### src/rtl/c1541_gcr_codec.sv
// GCR read/write shifter between the track buffer and the VIA: SYNC detection,
// byte assembly and byte-ready strobe on read, serialisation and write enable on write.
module c1541_gcr_codec #(
  parameter int unsigned SYNC_LEN   = 10,
  parameter int unsigned BYTE_PULSE = 4
) (
  input  logic       clk,
  input  logic       reset_n,
  input  logic       bit_strobe,
  input  logic       bit_in,
  input  logic       mtr,
  input  logic       mode,
  input  logic       soe,
  input  logic [7:0] din,
  output logic [7:0] dout,
  output logic       sync_n,
  output logic       byte_n,
  output logic       wr_bit,
  output logic       wr_en
);

  localparam logic [3:0] SyncLen  = 4'(SYNC_LEN);
  localparam logic [3:0] PulseLen = 4'(BYTE_PULSE);

  logic       mode_q, mode_d;
  logic [3:0] ones_cnt_q, ones_cnt_d;
  logic [2:0] bit_cnt_q, bit_cnt_d;
  logic [7:0] rd_shift_q, rd_shift_d;
  logic [7:0] wr_shift_q, wr_shift_d;
  logic [3:0] pulse_cnt_q, pulse_cnt_d;
  logic [7:0] dout_q, dout_d;
  logic       sync_n_q, sync_n_d;
  logic       wr_bit_q, wr_bit_d;
  logic       wr_en_q, wr_en_d;

  logic       mode_chg;
  logic [3:0] ones_cur, ones_inc;
  logic [2:0] bit_cur;
  logic       byte_evt;

  always_comb begin
    mode_d      = mode;
    ones_cnt_d  = ones_cnt_q;
    bit_cnt_d   = bit_cnt_q;
    rd_shift_d  = rd_shift_q;
    wr_shift_d  = wr_shift_q;
    dout_d      = dout_q;
    sync_n_d    = sync_n_q;
    wr_bit_d    = wr_bit_q;
    wr_en_d     = wr_en_q;
    byte_evt    = 1'b0;

    // A mode change restarts the byte framing before any coinciding strobe is handled.
    mode_chg    = (mode != mode_q);
    ones_cur    = mode_chg ? 4'd0 : ones_cnt_q;
    bit_cur     = mode_chg ? 3'd0 : bit_cnt_q;
    ones_inc    = (ones_cur == 4'd15) ? 4'd15 : ones_cur + 4'd1;
    ones_cnt_d  = ones_cur;
    bit_cnt_d   = bit_cur;

    if (!mtr) begin
      sync_n_d = 1'b1;
      wr_en_d  = 1'b0;
      wr_bit_d = 1'b0;
    end else if (mode) begin
      wr_en_d  = 1'b0;
      wr_bit_d = 1'b0;
      if (bit_strobe) begin
        rd_shift_d = {rd_shift_q[6:0], bit_in};
        ones_cnt_d = bit_in ? ones_inc : 4'd0;
        if (bit_in && (ones_inc >= SyncLen)) begin
          sync_n_d  = 1'b0;
          bit_cnt_d = 3'd0;
        end else begin
          if (!bit_in) sync_n_d = 1'b1;
          bit_cnt_d = bit_cur + 3'd1;
          if (bit_cur == 3'd7) begin
            dout_d   = {rd_shift_q[6:0], bit_in};
            byte_evt = soe;
          end
        end
      end
    end else begin
      wr_en_d    = 1'b1;
      sync_n_d   = 1'b1;
      ones_cnt_d = 4'd0;
      if (bit_strobe) begin
        bit_cnt_d = bit_cur + 3'd1;
        if (bit_cur == 3'd0) begin
          wr_shift_d = din;
          wr_bit_d   = din[7];
          byte_evt   = soe;
        end else begin
          wr_bit_d   = wr_shift_q[6];
          wr_shift_d = {wr_shift_q[6:0], 1'b0};
        end
      end
    end

    // A new byte during a running pulse reloads it so byte_n stays low throughout.
    if (byte_evt)                  pulse_cnt_d = PulseLen;
    else if (pulse_cnt_q != 4'd0)  pulse_cnt_d = pulse_cnt_q - 4'd1;
    else                           pulse_cnt_d = 4'd0;
  end

  always_ff @(posedge clk or negedge reset_n) begin
    if (!reset_n) begin
      mode_q      <= 1'b1;
      ones_cnt_q  <= 4'd0;
      bit_cnt_q   <= 3'd0;
      rd_shift_q  <= 8'd0;
      wr_shift_q  <= 8'd0;
      pulse_cnt_q <= 4'd0;
      dout_q      <= 8'd0;
      sync_n_q    <= 1'b1;
      wr_bit_q    <= 1'b0;
      wr_en_q     <= 1'b0;
    end else begin
      mode_q      <= mode_d;
      ones_cnt_q  <= ones_cnt_d;
      bit_cnt_q   <= bit_cnt_d;
      rd_shift_q  <= rd_shift_d;
      wr_shift_q  <= wr_shift_d;
      pulse_cnt_q <= pulse_cnt_d;
      dout_q      <= dout_d;
      sync_n_q    <= sync_n_d;
      wr_bit_q    <= wr_bit_d;
      wr_en_q     <= wr_en_d;
    end
  end

  assign dout   = dout_q;
  assign sync_n = sync_n_q;
  assign byte_n = (pulse_cnt_q == 4'd0);
  assign wr_bit = wr_bit_q;
  assign wr_en  = wr_en_q;

endmodule

### config.mk
export PLATFORM = sky130hd
export DESIGN_NAME = c1541_gcr_codec
export DESIGN_NICKNAME = d
export VERILOG_FILES = /design/src/rtl/c1541_gcr_codec.sv
export SDC_FILE = /design/constraint.sdc
export NUM_CORES = 1
export LEC_CHECK = 0
export BUFFER_PORTS_ARGS = -buffer_cell sky130_fd_sc_hd__buf_2
export CAP_MARGIN = 20
export CORE_MARGIN = 2
export CORE_UTILIZATION = 51
export CTS_CLUSTER_DIAMETER = 40
export DETAILED_ROUTE_END_ITERATION = 7
export PLACE_DENSITY = 0.72
export SLEW_MARGIN = 10
export SYNTH_ARGS = -nofsm -noshare
export SYNTH_HDL_FRONTEND = slang
export SYNTH_SLANG_ARGS = --single-unit
### constraint.sdc
create_clock -name clk -period 2.75 [get_ports clk]
set_input_delay 0.55 -clock clk [delete_from_list [all_inputs] [get_ports clk]]
set_output_delay 0.55 -clock clk [all_outputs]
set_load 0.02 [all_outputs]
==> flow_summary.json, run 1 <==
{
  "hold_path_class": "in2async",
  "drive_gt1_frac": 0.285,
  "syn_area_per_cell_um2": 10.7,
  "drc": 0,
  "ys_async_sr_fraction": 1.00,
  "p_leak_nw": 0.975,
  "cts_resized": 0,
  "report.final.slew_viol_count": 0,
  "slew_headroom": 0.463,
  "final_common_cell": "dfrtp_1",
  "vias_per_cell": 5.83,
  "die_area_mm2": 0.00414,
  "grtUsageTotal": 0.198,
  "area_growth_pct": 12.3,
  "ys_warn_count": 0,
  "dpl_cell_area_mm2": 0.00201,
  "clk_pin_slew_ns": 0.11,
  "synthDistinctLibCells": 44,
  "hold_buffers": 0,
  "layout_min_cycle_time_ns": 2.39,
  "gp_congestion": 0.858,
  "cts-root-buf": "clkbuf_4",
  "synth_cells": 174,
  "final_cell_mix": "dfrtp_1 (35), buf_2 (26), a31oi_1 (16)",
  "reg2reg_slack_ns": 0.36,
  "r2r_cells": 8,
  "netSwitchingPower_uw": 394,
  "critPathKind": "reg2reg",
  "setup-violations-final": 0,
  "num_rows": 21,
  "antenna_found_initial": 0,
  "cts_tree": "built",
  "final_nets": 218,
  "dieWidth_um": 64.3,
  "met3_usage": 0.0475,
  "finalCritPeriodShare": 0.868,
  "ir_worst_vdd_mv": 0.390,
  "insertedDiodeCount": 0,
  "crit_path_top_delay_cell": "dfstp_2",
  "critPathMaxStageDelay_ns": 0.61,
  "post_cts_buffers": 0,
  "path_common_cell": "ha_1",
  "hpwl_um": 2610,
  "combPwrFrac": 0.221,
  "ant_nets": 0,
  "fmax_ghz": 0.419,
  "rr_startpoint": "mode_q$_DFF_PN1_",
  "detail_route.first_pass.iterations": 4,
  "grt_overflow_total": 0,
  "critPathLaunchType": "register",
  "crit_path_end_kind": "register",
  "grt_pass1_vias": 1468,
  "status": "finished clean",
  "synth_nets": 193,
  "synth_edf_count": 0,
  "use_met2": 0.332,
  "core_area_mm2": 0.00342,
  "crit_arrival_ns": 2.60,
  "grt_pass1_wl_um": 6450,
  "post_drt_wl_per_cell_um": 15.0,
  "syn-cell-area_mm2": 0.00186,
  "wirelength_um": 3690,
  "cts_buffer_depth": 2,
  "rsz0062_at_grt": "no",
  "worst_slack_ns": 0.364,
  "cp.required_ns": 2.96,
  "timing.rr.end": "dout[6]$_DFFE_PN0P_",
  "synth-seq-area-share": 0.500,
  "ctsHtreeMaxLevel": 2,
  "clock_latency_ns": 0.33,
  "maxCapViolCount": 0,
  "start_util": 0.544,
  "grt_start_max_net_pins": 38,
  "io_buffers": 26,
  "power_frac_clock": 0.242,
  "ys_seq_elements": 37,
  "place_ws_ns": 0.217,
  "finClkSkew_ns": 0.0150,
  "synth_top_flop_cell": "dfrtp_1",
  "crit_chain": "xnor2_1, nand2_1, inv_1, ha_1, ha_1, nand4_1, a41oi_4, mux2_2",
  "design_area_mm2": 0.00208,
  "vias": 1434,
  "switching_share": 0.297,
  "cts.sinks": 37,
  "cts_buffers": 5,
  "crit_fanout": 7,
  "p_seq_frac": 0.537,
  "finalHoldViolations": 0,
  "grt_use_met1": 0.264,
  "ioPinCount": 27,
  "worst_slew_pin_slew_ns": 0.805,
  "power.density_mw_per_mm2": 636,
  "power.internal_uw": 933,
  "grt.busiest_layer": "met2",
  "tns_ns": 0,
  "drt_iter0_drc": 77,
  "die_y_um": 64.3
}
## final cells by class
type	count	area (µm²)
Timing Repair Buffer	29	153
Multi-Input combinational cell	117	842
Tap cell	46	57.6
Inverter	9	33.8
Sequential cell	37	928
Fill cell	299	1330
Clock inverter	1	5.00
Clock buffer	7	65.1
## worst max-delay path: cells and delay by family (launching register included)
kind / cells / cell delay [ns]
AO/OA/AOI/OAI: 1 / 0.37
XOR/XNOR: 1 / 0.18
adder cells (fa/ha/maj): 2 / 0.32
buffers and inverters: 1 / 0.08
flip-flops: 1 / 0.61
multiplexers: 1 / 0.37
AND/OR/NAND/NOR: 2 / 0.33
## flip-flops by register name, summed over array words and instances (netlist names)
register	count
rd_shift_q	7
wr_en	1
ones_cnt_q	4
wr_bit	1
wr_shift_q	7
bit_cnt_q	3
dout	8
pulse_cnt_q	4
mode_q	1
sync_n	1
## power by group through the flow
| stage | logic, mW | registers (mW) | clock network, mW |
|---|---|---|---|
| 2_1_floorplan | 0.222 | 0.702 | 0 |
| 3_3_place_gp | 0.279 | 0.713 | 0 |
| 3_5_place_dp | 0.295 | 0.723 | 0 |
| 4_1_cts | 0.296 | 0.712 | 0.330 |
| 5_1_grt | 0.333 | 0.725 | 0.358 |
| 6_report | 0.293 | 0.713 | 0.321 |
## per-layer routing
layer  up-vias  wire [µm]
met5         -          0
met3         0        136
met2        28       1800
met4         0          0
met1       713       1760
li1        693          -
## metrics by stage
stage / power (mW) / hold WS, ns / instances / utilization
after floorplan: 0.923 / 0.254 / 174 / -
after global placement: 0.992 / 0.447 / 238 / 0.590
after detailed placement: 1.02 / 0.476 / 238 / 0.590
after CTS: 1.34 / 0.313 / 246 / 0.610
after global routing: 1.42 / 0.346 / 246 / 0.610
final: 1.33 / 0.290 / 246 / 0.610
## synth_stat cells, drive strengths merged (2+ instances only)
cell    number  area, µm²
ha           4       50.1
buf          4       26.3
or3          2       17.5
o21ai        5       25.0
nand3        3       15.0
mux2        14        158
dfstp        2       52.6
a31o         2       17.5
a211oi       2       15.0
nand4        3       18.8
dfrtp       35        876
o211ai       6       45.0
nand2       11       41.3
o31ai        2       15.0
a311oi       2       17.5
clkbuf       7       26.3
nor2        11       41.3
nor2b        9       56.3
a31oi       16        100
inv          9       33.8
a21oi        2       10.0
o22ai        2       12.5
nor3         2       10.0
## cells by family (layout without fill, tap and decap cells)
kind of cell | Yosys count | count (layout) | synth area share
AOI/OAI and AO/OA | 48 | 48 | 0.191
and+or+nand+nor | 48 | 48 | 0.135
DFF | 37 | 37 | 0.500
buffers and inverters | 20 | 46 | 0.0465
muxes | 15 | 15 | 0.0903
adders and majority gates | 4 | 4 | 0.0270
xor gates and xnor gates | 2 | 2 | 0.00944
## worst max-delay path by stage
| stage | from | end | cells past startpoint |
|---|---|---|---|
| after floorplan | mode | dout[1]$_DFFE_PN0P_ | 9 |
| after global placement | mode | dout[3]$_DFFE_PN0P_ | 8 |
| after detailed placement | mode | dout[4]$_DFFE_PN0P_ | 8 |
| after CTS | mode_q$_DFF_PN1_ | dout[4]$_DFFE_PN0P_ | 8 |
| after global routing | mode_q$_DFF_PN1_ | dout[7]$_DFFE_PN0P_ | 8 |
| final | mode_q$_DFF_PN1_ | dout[6]$_DFFE_PN0P_ | 8 |
Power figures use the tool's default switching activity.
==> run 2: changes to the inputs <==
--- a/config.mk
+++ b/config.mk
@@ -11,6 +11,7 @@
 export CORE_UTILIZATION = 51
 export CTS_CLUSTER_DIAMETER = 40
 export DETAILED_ROUTE_END_ITERATION = 7
+export MAX_ROUTING_LAYER = met4
 export PLACE_DENSITY = 0.72
 export SLEW_MARGIN = 10
 export SYNTH_ARGS = -nofsm -noshare
==> flow_summary.json, run 2 (synthesized netlist as in run 1, its figures left out) <==
{
  "regArea_um2": 928,
  "clock_latency_ns": 0.35,
  "status": "finished clean",
  "netSwitchingPower_uw": 404,
  "dpl_cell_area_mm2": 0.00201,
  "critPathKind": "reg2reg",
  "cts.sinks": 37,
  "ir_worst_vdd_mv": 0.436,
  "layout_min_cycle_time_ns": 2.45,
  "cts_tree": "built",
  "holdWs_ns": 0.284,
  "post_cts_buffers": 0,
  "design_area_mm2": 0.00209,
  "crit_arrival_ns": 2.68,
  "detail_route.first_pass.iterations": 4,
  "p_seq_frac": 0.516,
  "cts-root-buf": "clkbuf_4",
  "rsz0062_at_grt": "no",
  "antenna_found_initial": 0,
  "report.final.slew_viol_count": 0,
  "ant_nets": 0,
  "timing.rr.end": "dout[7]$_DFFE_PN0P_",
  "core_area_mm2": 0.00342,
  "grt_overflow_total": 0,
  "power.density_mw_per_mm2": 659,
  "final_cell_mix": "dfrtp_1 (35), buf_2 (26), a31oi_1 (16)",
  "insertedDiodeCount": 0,
  "worst_slack_ns": 0.297,
  "finalHoldViolations": 0,
  "top_layer": "met4",
  "slew_headroom": 0.458,
  "r2r_cells": 8,
  "fmax_ghz": 0.408,
  "setup-violations-final": 0,
  "grt_pass1_vias": 1429,
  "finalCritPeriodShare": 0.892,
  "hold_buffers": 0,
  "start_util": 0.544,
  "vias_per_cell": 5.84,
  "dieWidth_um": 64.3,
  "critPathLaunchType": "register",
  "power_frac_clock": 0.269,
  "dp.cells": 238,
  "ctsHtreeMaxLevel": 2,
  "wl_met3_um": 190,
  "cts_buffer_depth": 2,
  "clk_pin_slew_ns": 0.12,
  "tns_ns": 0,
  "drt_iter0_drc": 145,
  "design_power_total_mw": 1.38,
  "num_rows": 21,
  "dr_wl_met2_um": 2000,
  "crit_path_end_kind": "register",
  "hpwl_um": 2780,
  "drive_gt1_frac": 0.280,
  "combPwrFrac": 0.215,
  "reg2reg_slack_ns": 0.30,
  "drc": 0,
  "grt_start_max_net_pins": 38,
  "io_buffers": 26,
  "final_common_cell": "dfrtp_1",
  "grtUsageTotal": 0.220,
  "switching_share": 0.293,
  "maxCapViolCount": 0,
  "crit_fanout": 7,
  "fillerInstances": 297,
  "worst_slew_pin_slew_ns": 0.814,
  "crit_start": "mode_q$_DFF_PN1_",
  "p_leak_nw": 0.976,
  "cp.required_ns": 2.97,
  "rr_startpoint": "mode_q$_DFF_PN1_",
  "ioPinCount": 27,
  "final_util": 0.612,
  "cts_resized": 0,
  "area_growth_pct": 12.6,
  "final_nets": 218,
  "grt_pass1_wl_um": 6790,
  "die_area_mm2": 0.00414,
  "wirelength_um": 3970,
  "gp_congestion": 0.871,
  "power.internal_uw": 975,
  "finClkSkew_ns": 0.0185,
  "hold_path_class": "in2async",
  "largest_reg_flops": 8,
  "post_drt_wl_per_cell_um": 16.1,
  "multi_input_area_um2": 842,
  "place_ws_ns": 0.214,
  "die_y_um": 64.3,
  "met1_length_um": 1740,
  "cts_buffers": 5,
  "final_cells": 246,
  "vias": 1437
}
run 2: changes by cell type in the layout (fill, tap and decap cells not counted), sizes merged:
cell / previous run / this run
clkbuf: 7 / 6
bufinv: 0 / 1
run 2: area by class of cell:
class / instances / share of cell area
sequential: 37 / 0.444
multi-input combinational: 117 / 0.403
timing repair buffer: 29 / 0.0730
tap: 46 / 0.0275
clock buffer: 6 / 0.0197
clock inverter: 2 / 0.0168
inverter: 9 / 0.0162
run 2: worst max-delay path by stage:
stage / slack (ns) / endpoint
after floorplan: 0.31 / dout[1]$_DFFE_PN0P_
after global placement: 0.26 / dout[3]$_DFFE_PN0P_
after detailed placement: 0.21 / dout[3]$_DFFE_PN0P_
after CTS: 0.29 / dout[7]$_DFFE_PN0P_
after global routing: 0.07 / dout[7]$_DFFE_PN0P_
final: 0.30 / dout[7]$_DFFE_PN0P_
run 2: power by group through the flow:
stage / Sequential, mW / Clock, mW / Combinational, mW
2_1_floorplan: 0.702 / 0 / 0.222
3_3_place_gp: 0.713 / 0 / 0.279
3_5_place_dp: 0.722 / 0 / 0.297
4_1_cts: 0.712 / 0.383 / 0.299
5_1_grt: 0.726 / 0.404 / 0.335
6_report: 0.712 / 0.370 / 0.297
run 2: routing by layer:
metal,up-vias,GRT usage
met5,-,-
met3,4,0.0581
met1,702,0.293
met4,0,0.0691
met2,40,0.329
li1,691,-
run 2: worst max-delay path, stage by stage (launching register included):
cell and delay [ns]:
dfstp_2 0.62, xnor2_1 0.18, nand2_1 0.15, inv_1 0.08
ha_1 0.16, ha_1 0.17, nand4_1 0.22, a41oi_4 0.38
mux2_2 0.37
